## config.mk

```make
export PLATFORM = sky130hd
export DESIGN_NAME = decode_stage_pipe
export DESIGN_NICKNAME = d
export VERILOG_FILES = /design/src/rtl/decode_stage_pipe.sv
export SDC_FILE = /design/constraint.sdc
export NUM_CORES = 2
export LEC_CHECK = 0
export BUFFER_PORTS_ARGS = -buffer_cell sky130_fd_sc_hd__buf_4
export CELL_PAD_IN_SITES_DETAIL_PLACEMENT = 1
export CELL_PAD_IN_SITES_GLOBAL_PLACEMENT = 1
export CORE_MARGIN = 2
export CORE_UTILIZATION = 48
export CTS_BUF_LIST = sky130_fd_sc_hd__clkbuf_2 sky130_fd_sc_hd__clkbuf_4 sky130_fd_sc_hd__clkbuf_8
export CTS_CLUSTER_SIZE = 40
export DETAILED_ROUTE_END_ITERATION = 12
export GPL_TIMING_DRIVEN = 1
export PLACE_DENSITY_LB_ADDON = 0.05
export SETUP_SLACK_MARGIN = 0.3
export SLEW_MARGIN = 25
export SYNTH_ARGS = -nofsm -noshare
export SYNTH_HDL_FRONTEND = slang
export SYNTH_SLANG_ARGS = --single-unit
```

## constraint.sdc

```tcl
create_clock -name clk -period 36.7 [get_ports clk]
set_input_delay 1.835 -clock clk [delete_from_list [all_inputs] [get_ports clk]]
set_output_delay 1.835 -clock clk [all_outputs]
set_load 0.05 [all_outputs]
```

## src/rtl/decode_stage_pipe.sv

```systemverilog
`default_nettype none
// =============================================================================
// Module      : decode_stage_pipe
// Description : Decode stage holding the integer register file with write-first
//               bypass, the load-use hazard detector, the ID/EX pipeline register
//               and a saturating load-use bubble counter.
// Revision    : 1.0 - initial release
// =============================================================================
module decode_stage_pipe #(
    parameter int XLEN   = 32,
    parameter int REG_AW = 5,
    parameter int CTRL_W = 10,
    parameter int CNT_W  = 16
) (
    input  logic              clk,
    input  logic              rst,
    input  logic [31:0]       InstrD,
    input  logic              ValidD,
    input  logic [XLEN-1:0]   PCD,
    input  logic [XLEN-1:0]   PCPlus4D,
    input  logic [XLEN-1:0]   ImmExtD,
    input  logic [CTRL_W-1:0] CtrlD,
    input  logic              MemReadD,
    input  logic              UsesRs1D,
    input  logic              UsesRs2D,
    input  logic              RegWriteW,
    input  logic [REG_AW-1:0] RdW,
    input  logic [XLEN-1:0]   ResultW,
    input  logic              FlushE,
    input  logic              StallE,
    output logic [XLEN-1:0]   RD1E,
    output logic [XLEN-1:0]   RD2E,
    output logic [XLEN-1:0]   PCE,
    output logic [XLEN-1:0]   PCPlus4E,
    output logic [XLEN-1:0]   ImmExtE,
    output logic [CTRL_W-1:0] CtrlE,
    output logic              MemReadE,
    output logic              ValidE,
    output logic [REG_AW-1:0] Rs1E,
    output logic [REG_AW-1:0] Rs2E,
    output logic [REG_AW-1:0] RdE,
    output logic [REG_AW-1:0] Rs1DH,
    output logic [REG_AW-1:0] Rs2DH,
    output logic              StallF,
    output logic              StallD,
    output logic [CNT_W-1:0]  BubbleCnt
);

    localparam int               NREGS     = 2**REG_AW;
    localparam logic [CNT_W-1:0] c_CNT_MAX = '1;

    logic [XLEN-1:0]   r_regs [NREGS];
    logic [REG_AW-1:0] w_rd;
    logic [XLEN-1:0]   w_rd1;
    logic [XLEN-1:0]   w_rd2;
    logic              w_wrEn;
    logic              w_hazard;
    logic              w_hold;
    logic              w_capture;
    logic              w_countBubble;
    logic              w_unusedInstr;

    assign Rs1DH = InstrD[15 +: REG_AW];
    assign Rs2DH = InstrD[20 +: REG_AW];
    assign w_rd  = InstrD[7 +: REG_AW];
    assign w_unusedInstr = ^{InstrD[31:25], InstrD[14:12], InstrD[6:0]};

    assign w_wrEn = RegWriteW && (RdW != '0);

    // Entry 0 is never written, so it stays at its reset value of zero.
    always_ff @(posedge clk or posedge rst) begin
        if (rst) begin
            for (int i = 0; i < NREGS; i++) begin
                r_regs[i] <= '0;
            end
        end else if (w_wrEn) begin
            r_regs[RdW] <= ResultW;
        end
    end

    always_comb begin
        w_rd1 = r_regs[Rs1DH];
        if (Rs1DH == '0) begin
            w_rd1 = '0;
        end else if (w_wrEn && (RdW == Rs1DH)) begin
            w_rd1 = ResultW;
        end
    end

    always_comb begin
        w_rd2 = r_regs[Rs2DH];
        if (Rs2DH == '0) begin
            w_rd2 = '0;
        end else if (w_wrEn && (RdW == Rs2DH)) begin
            w_rd2 = ResultW;
        end
    end

    assign w_hazard = ValidD && ValidE && MemReadE && (RdE != '0) &&
                      ((UsesRs1D && (Rs1DH == RdE)) || (UsesRs2D && (Rs2DH == RdE)));

    assign StallF = w_hazard | StallE;
    assign StallD = w_hazard | StallE;

    // Flush beats stall; anything that neither holds nor captures is a bubble.
    assign w_hold        = StallE && !FlushE;
    assign w_capture     = !FlushE && !StallE && !w_hazard && ValidD;
    assign w_countBubble = !FlushE && !StallE && w_hazard;

    always_ff @(posedge clk or posedge rst) begin
        if (rst) begin
            RD1E     <= '0;
            RD2E     <= '0;
            PCE      <= '0;
            PCPlus4E <= '0;
            ImmExtE  <= '0;
            CtrlE    <= '0;
            MemReadE <= 1'b0;
            ValidE   <= 1'b0;
            Rs1E     <= '0;
            Rs2E     <= '0;
            RdE      <= '0;
        end else if (!w_hold) begin
            RD1E     <= w_capture ? w_rd1    : '0;
            RD2E     <= w_capture ? w_rd2    : '0;
            PCE      <= w_capture ? PCD      : '0;
            PCPlus4E <= w_capture ? PCPlus4D : '0;
            ImmExtE  <= w_capture ? ImmExtD  : '0;
            CtrlE    <= w_capture ? CtrlD    : '0;
            MemReadE <= w_capture && MemReadD;
            ValidE   <= w_capture;
            Rs1E     <= w_capture ? Rs1DH    : '0;
            Rs2E     <= w_capture ? Rs2DH    : '0;
            RdE      <= w_capture ? w_rd     : '0;
        end
    end

    always_ff @(posedge clk or posedge rst) begin
        if (rst) begin
            BubbleCnt <= '0;
        end else if (w_countBubble && (BubbleCnt != c_CNT_MAX)) begin
            BubbleCnt <= BubbleCnt + CNT_W'(1);
        end
    end

endmodule
`default_nettype wire
```

==> impl_metrics.prom <==
# TYPE chip_impl_metric gauge
chip_impl_metric{name="post-route-worst-setup-slack",unit="ns"} 30.88
chip_impl_metric{name="gpl.final_weighted_congestion",unit=""} 0.7762
chip_impl_metric{name="synth_area_per_cell",unit="sq um"} 14.79
chip_impl_metric{name="layout-area-overhead-vs-synth",unit="%"} 13.81
chip_impl_metric{name="drt-total-wl",unit="mm"} 215.4
chip_impl_metric{name="floorplan.die_area",unit="sq um"} 131600
chip_impl_metric{name="timing.hold.worst_path_depth",unit=""} 0
chip_impl_metric{name="gr-total-overflow",unit=""} 0
chip_impl_metric{name="buffer_ports.inserted",unit=""} 381
chip_impl_metric{name="worstSkewPairLatency",unit="ns"} 0.95
chip_impl_metric{name="worst_pin_slew",unit="ns"} 1.146
chip_impl_metric{name="drt_pass1_iterations",unit=""} 5
chip_impl_metric{name="fill_cells",unit=""} 12045
chip_impl_metric{name="core_region_area",unit="sq um"} 127700
chip_impl_metric{name="power.ir.vdd_worst",unit="uV"} 40.15
chip_impl_metric{name="dp_hpwl",unit="mm"} 115.9
chip_impl_metric{name="drv.max_cap_violation_count",unit=""} 0
chip_impl_metric{name="initial_standard_cell_utilization_of_the_core",unit="%"} 48.38
chip_impl_info{name="critPathLaunchType",value="primary input"} 1
chip_impl_metric{name="placement.cell_area",unit="sq um"} 65520
chip_impl_info{name="crit_slowest_cell",value="buf_4"} 1
chip_impl_metric{name="finalSetupTns",unit="ns"} 0
chip_impl_metric{name="timing.critical_path.required",unit="ns"} 34.86
chip_impl_metric{name="clock_skew",unit="ns"} 0.04144
chip_impl_metric{name="antenna_found_initial",unit=""} 12
chip_impl_metric{name="layout.nets",unit=""} 4564
chip_impl_metric{name="detail_route.drc_violations",unit=""} 0
chip_impl_metric{name="finalPower",unit="mW"} 3.818
chip_impl_metric{name="globalRouteTotalUtil",unit="%"} 32.80
chip_impl_metric{name="dpl_worst_slack",unit="ns"} 30.00
chip_impl_metric{name="final-max-slew-violation-count",unit=""} 0
chip_impl_metric{name="final_core_utilization",unit="%"} 55.06
chip_impl_metric{name="drt_first_iter_violations",unit=""} 3335
chip_impl_metric{name="synth-edff-count",unit=""} 0
chip_impl_metric{name="synth.yosys.seq_area_share",unit="%"} 49.70
chip_impl_metric{name="dpl.cell_count",unit=""} 5828
chip_impl_metric{name="power.leakage",unit="nW"} 31.60
chip_impl_metric{name="synthesis.area",unit="sq um"} 61780
chip_impl_metric{name="synthCells",unit=""} 4177
chip_impl_metric{name="ratio_of_cells_with_drive_above_1_in_the_final_layout",unit="%"} 50.20
chip_impl_metric{name="crit_path_max_fanout",unit=""} 43
chip_impl_info{name="crit_path_cell_trace",value="clkbuf_8, buf_4, xnor2_1, nand2_1, o22ai_1, buf_4, nand2_1, nand2b_1, buf_4"} 1
chip_impl_metric{name="cts_sinks",unit=""} 1227
chip_impl_info{name="cts_root_buf",value="clkbuf_8"} 1
chip_impl_metric{name="cts-buffers-inserted",unit=""} 211
chip_impl_metric{name="finalHoldViolations",unit=""} 0
chip_impl_info{name="status",value="finished, final reports clean"} 1
chip_impl_metric{name="postCtsSetupRepairBufs",unit=""} 0
chip_impl_metric{name="dieHeight",unit="microns"} 362.8
chip_impl_metric{name="design.portCount",unit=""} 399
chip_impl_metric{name="cts_htree_levels",unit=""} 4
chip_impl_metric{name="vias_per_cell",unit=""} 6.685
chip_impl_metric{name="detailroute.via_count",unit=""} 41551
chip_impl_metric{name="grt_pass1_wl",unit="mm"} 312.4
chip_impl_metric{name="synth_cell_types",unit=""} 56
chip_impl_info{name="timing.hold.worst.class",value="reg -> reg"} 1
chip_impl_metric{name="chipWidth",unit="microns"} 362.8
chip_impl_metric{name="grt_max_degree",unit=""} 154
chip_impl_metric{name="worst_setup_hold_path_clk_slew",unit="ns"} 0.06
chip_impl_metric{name="worst_r2r_path_depth",unit=""} 8
chip_impl_metric{name="ys_ff_latch",unit=""} 1227
chip_impl_info{name="layout_common_cells",value="1227 x dfrtp_1, 967 x mux2_2, 463 x buf_4, 380 x mux4_2, 296 x clkbuf_8"} 1
chip_impl_info{name="tritoncts",value="built"} 1
chip_impl_metric{name="critical_path_arrival",unit="ns"} 3.98
chip_impl_metric{name="rows",unit=""} 131
chip_impl_metric{name="final_design_area_no_fill",unit="sq um"} 70310
chip_impl_metric{name="cts_max_path_buffers",unit=""} 3
chip_impl_metric{name="synth_warnings",unit=""} 0
chip_impl_metric{name="proportion_of_register_bits_with_asynchronous_set_or_reset_after_synthesis",unit="%"} 100.0
chip_impl_metric{name="post_layout_nonfiller_instances",unit=""} 6216
chip_impl_info{name="critical_path.most_common_cell",value="buf_4"} 1
chip_impl_metric{name="final_antenna_net_count",unit=""} 0
chip_impl_metric{name="report.final.setup_viol",unit=""} 0
chip_impl_metric{name="final_critical_period",unit="ns"} 5.816
chip_impl_info{name="rsz_0062_raised_after_global_routing",value="no"} 1
chip_impl_metric{name="finalHoldWorstSlack",unit="ns"} 0.3983
chip_impl_metric{name="total_of_hold_buffers_inserted_after_clock_tree_synthesis",unit=""} 0
chip_impl_info{name="setup.worst_path.class",value="in -> out"} 1
chip_impl_metric{name="synthesis.nets",unit=""} 4362
chip_impl_metric{name="timing.final.crit_share",unit="%"} 15.85
chip_impl_info{name="type_of_destination_of_the_critical_path",value="output pin"} 1
chip_impl_metric{name="slew-limit-headroom",unit="%"} 23.53
chip_impl_info{name="synth_ff_type",value="dfrtp_1"} 1
chip_impl_metric{name="cellPowerDensity",unit="nW/um^2"} 54.30
chip_impl_metric{name="drt-wirelength-per-cell",unit="microns"} 34.65
chip_impl_info{name="final_common_cell",value="dfrtp_1"} 1
chip_impl_metric{name="post_cts_resize_count",unit=""} 0
chip_impl_metric{name="max_clk_rate",unit="MHz"} 171.9
chip_impl_metric{name="grt_pass1_vias",unit=""} 43190
chip_impl_metric{name="critical_path.max_stage_delay",unit="ns"} 0.76
[layout make-up]
type,count,area (sq um),area share (%)
clock inverters,27,244.0,0.3470
flip-flops and latches,1227,30700,43.67
clock buffers,355,4504,6.406
multi-input cells,2456,29070,41.35
inverters,7,30.03,0.04271
repair buffers,476,3661,5.207
diodes,6,15.01,0.02135
well taps,1662,2079,2.958
[where the power goes]
group          total [mW]  switching [mW]  internal (mW)  leakage (nW)
clock network        1.39           0.594          0.795          2.53
registers            1.74           0.161           1.58          15.9
logic               0.693           0.307          0.386          13.1
[cells by family (layout without fill, tap and decap cells)]
group	count (synthesis)	in the layout	share of synthesized area, %
muxes	1634	1634	36.29
DFF	1227	1227	49.70
AOI/OAI and AO/OA	658	658	8.640
buffers and inverters	494	865	3.793
and+or+nand+nor	128	128	1.055
xor gates and xnor gates	35	35	0.4962
adders and majority gates	1	1	0.02025
other	0	6	0
[routing by layer]
| metal | GRT usage (%) | up-vias | share of wire [%] |
|---|---|---|---|
| li1 | - | 16738 | - |
| met1 | 45.15 | 22714 | 42 |
| met2 | 52.47 | 1638 | 47 |
| met3 | 5.448 | 455 | 6.6 |
| met4 | 12.24 | 6 | 3.6 |
| met5 | 0 | - | 0.018 |
[registers in the layout, summed over array words and instances, names as in the netlist]
signal and cells:
MemReadE 1, PCE 32, r_regs 1024, Rs1E 5, ImmExtE 32, BubbleCnt 16
RD1E 32, RdE 5, PCPlus4E 32, Rs2E 5, ValidE 1, RD2E 32
CtrlE 10
[path summary, 6_finish.rpt]
kind / from / end / slack [ns]
min: r_regs[1000] / r_regs[1000] / 0.40
max reg2reg: RdE[0] / RD1E[1] / 33.68
max in group asynchronous: rst / r_regs[729] / 31.44
max: InstrD[17] / StallF / 30.88
min in group asynchronous: rst / RD1E[14] / 0.99
min reg2reg: r_regs[1000] / r_regs[1000] / 0.40
[worst max-delay path, delay by kind of cell]
family                 cells  cell delay (ns)
AO/OA/AOI/OAI              1             0.12
XOR/XNOR                   1             0.19
buffers and inverters      4             1.50
AND/OR/NAND/NOR            3             0.31
[synthesized netlist by cell type (2+ instances only)]
cell type     n  area (sq um)
a21o_1        2         15.01
and2_1        2         12.51
a21oi_1      52         260.3
nand4b_1      2         17.52
nand2b_1      4         25.02
nand2_1      33         123.9
buf_4        39         292.8
nor4_1        2         12.51
buf_2       126         630.6
a2111oi_2    23         345.3
and4_1        2         17.52
o221ai_1     63         551.8
buf_6        21         236.5
nor2b_1       5         31.28
nand3b_1      4         30.03
mux2_2      967         10890
and3_1        4         25.02
nor3_1       17         85.08
o211ai_1      2         15.01
clkbuf_1    250         938.4
buf_1        49         183.9
o22ai_1      65         406.6
a2111oi_0     2         17.52
a22o_1      185          1620
dfrtp_1    1227         30700
a22oi_1      89         668.1
nor2_1       26         97.59
xor2_1       18         157.7
a221o_1      51         510.5
mux4_2      380          8558
mux4_1        4         105.1
a2111oi_1    10         100.1
nand3_1      10         50.05
a211oi_1     93         698.2
xnor2_1      17         148.9
o21ai_1      14         70.07
mux2_1       29         326.6
mux2i_1     254          2542
o31ai_1       2         15.01
nand4_1       7         43.79
inv_1         7         26.28
nor3b_1       4         30.03
No activity file was read; power rests on OpenSTA's default activity.
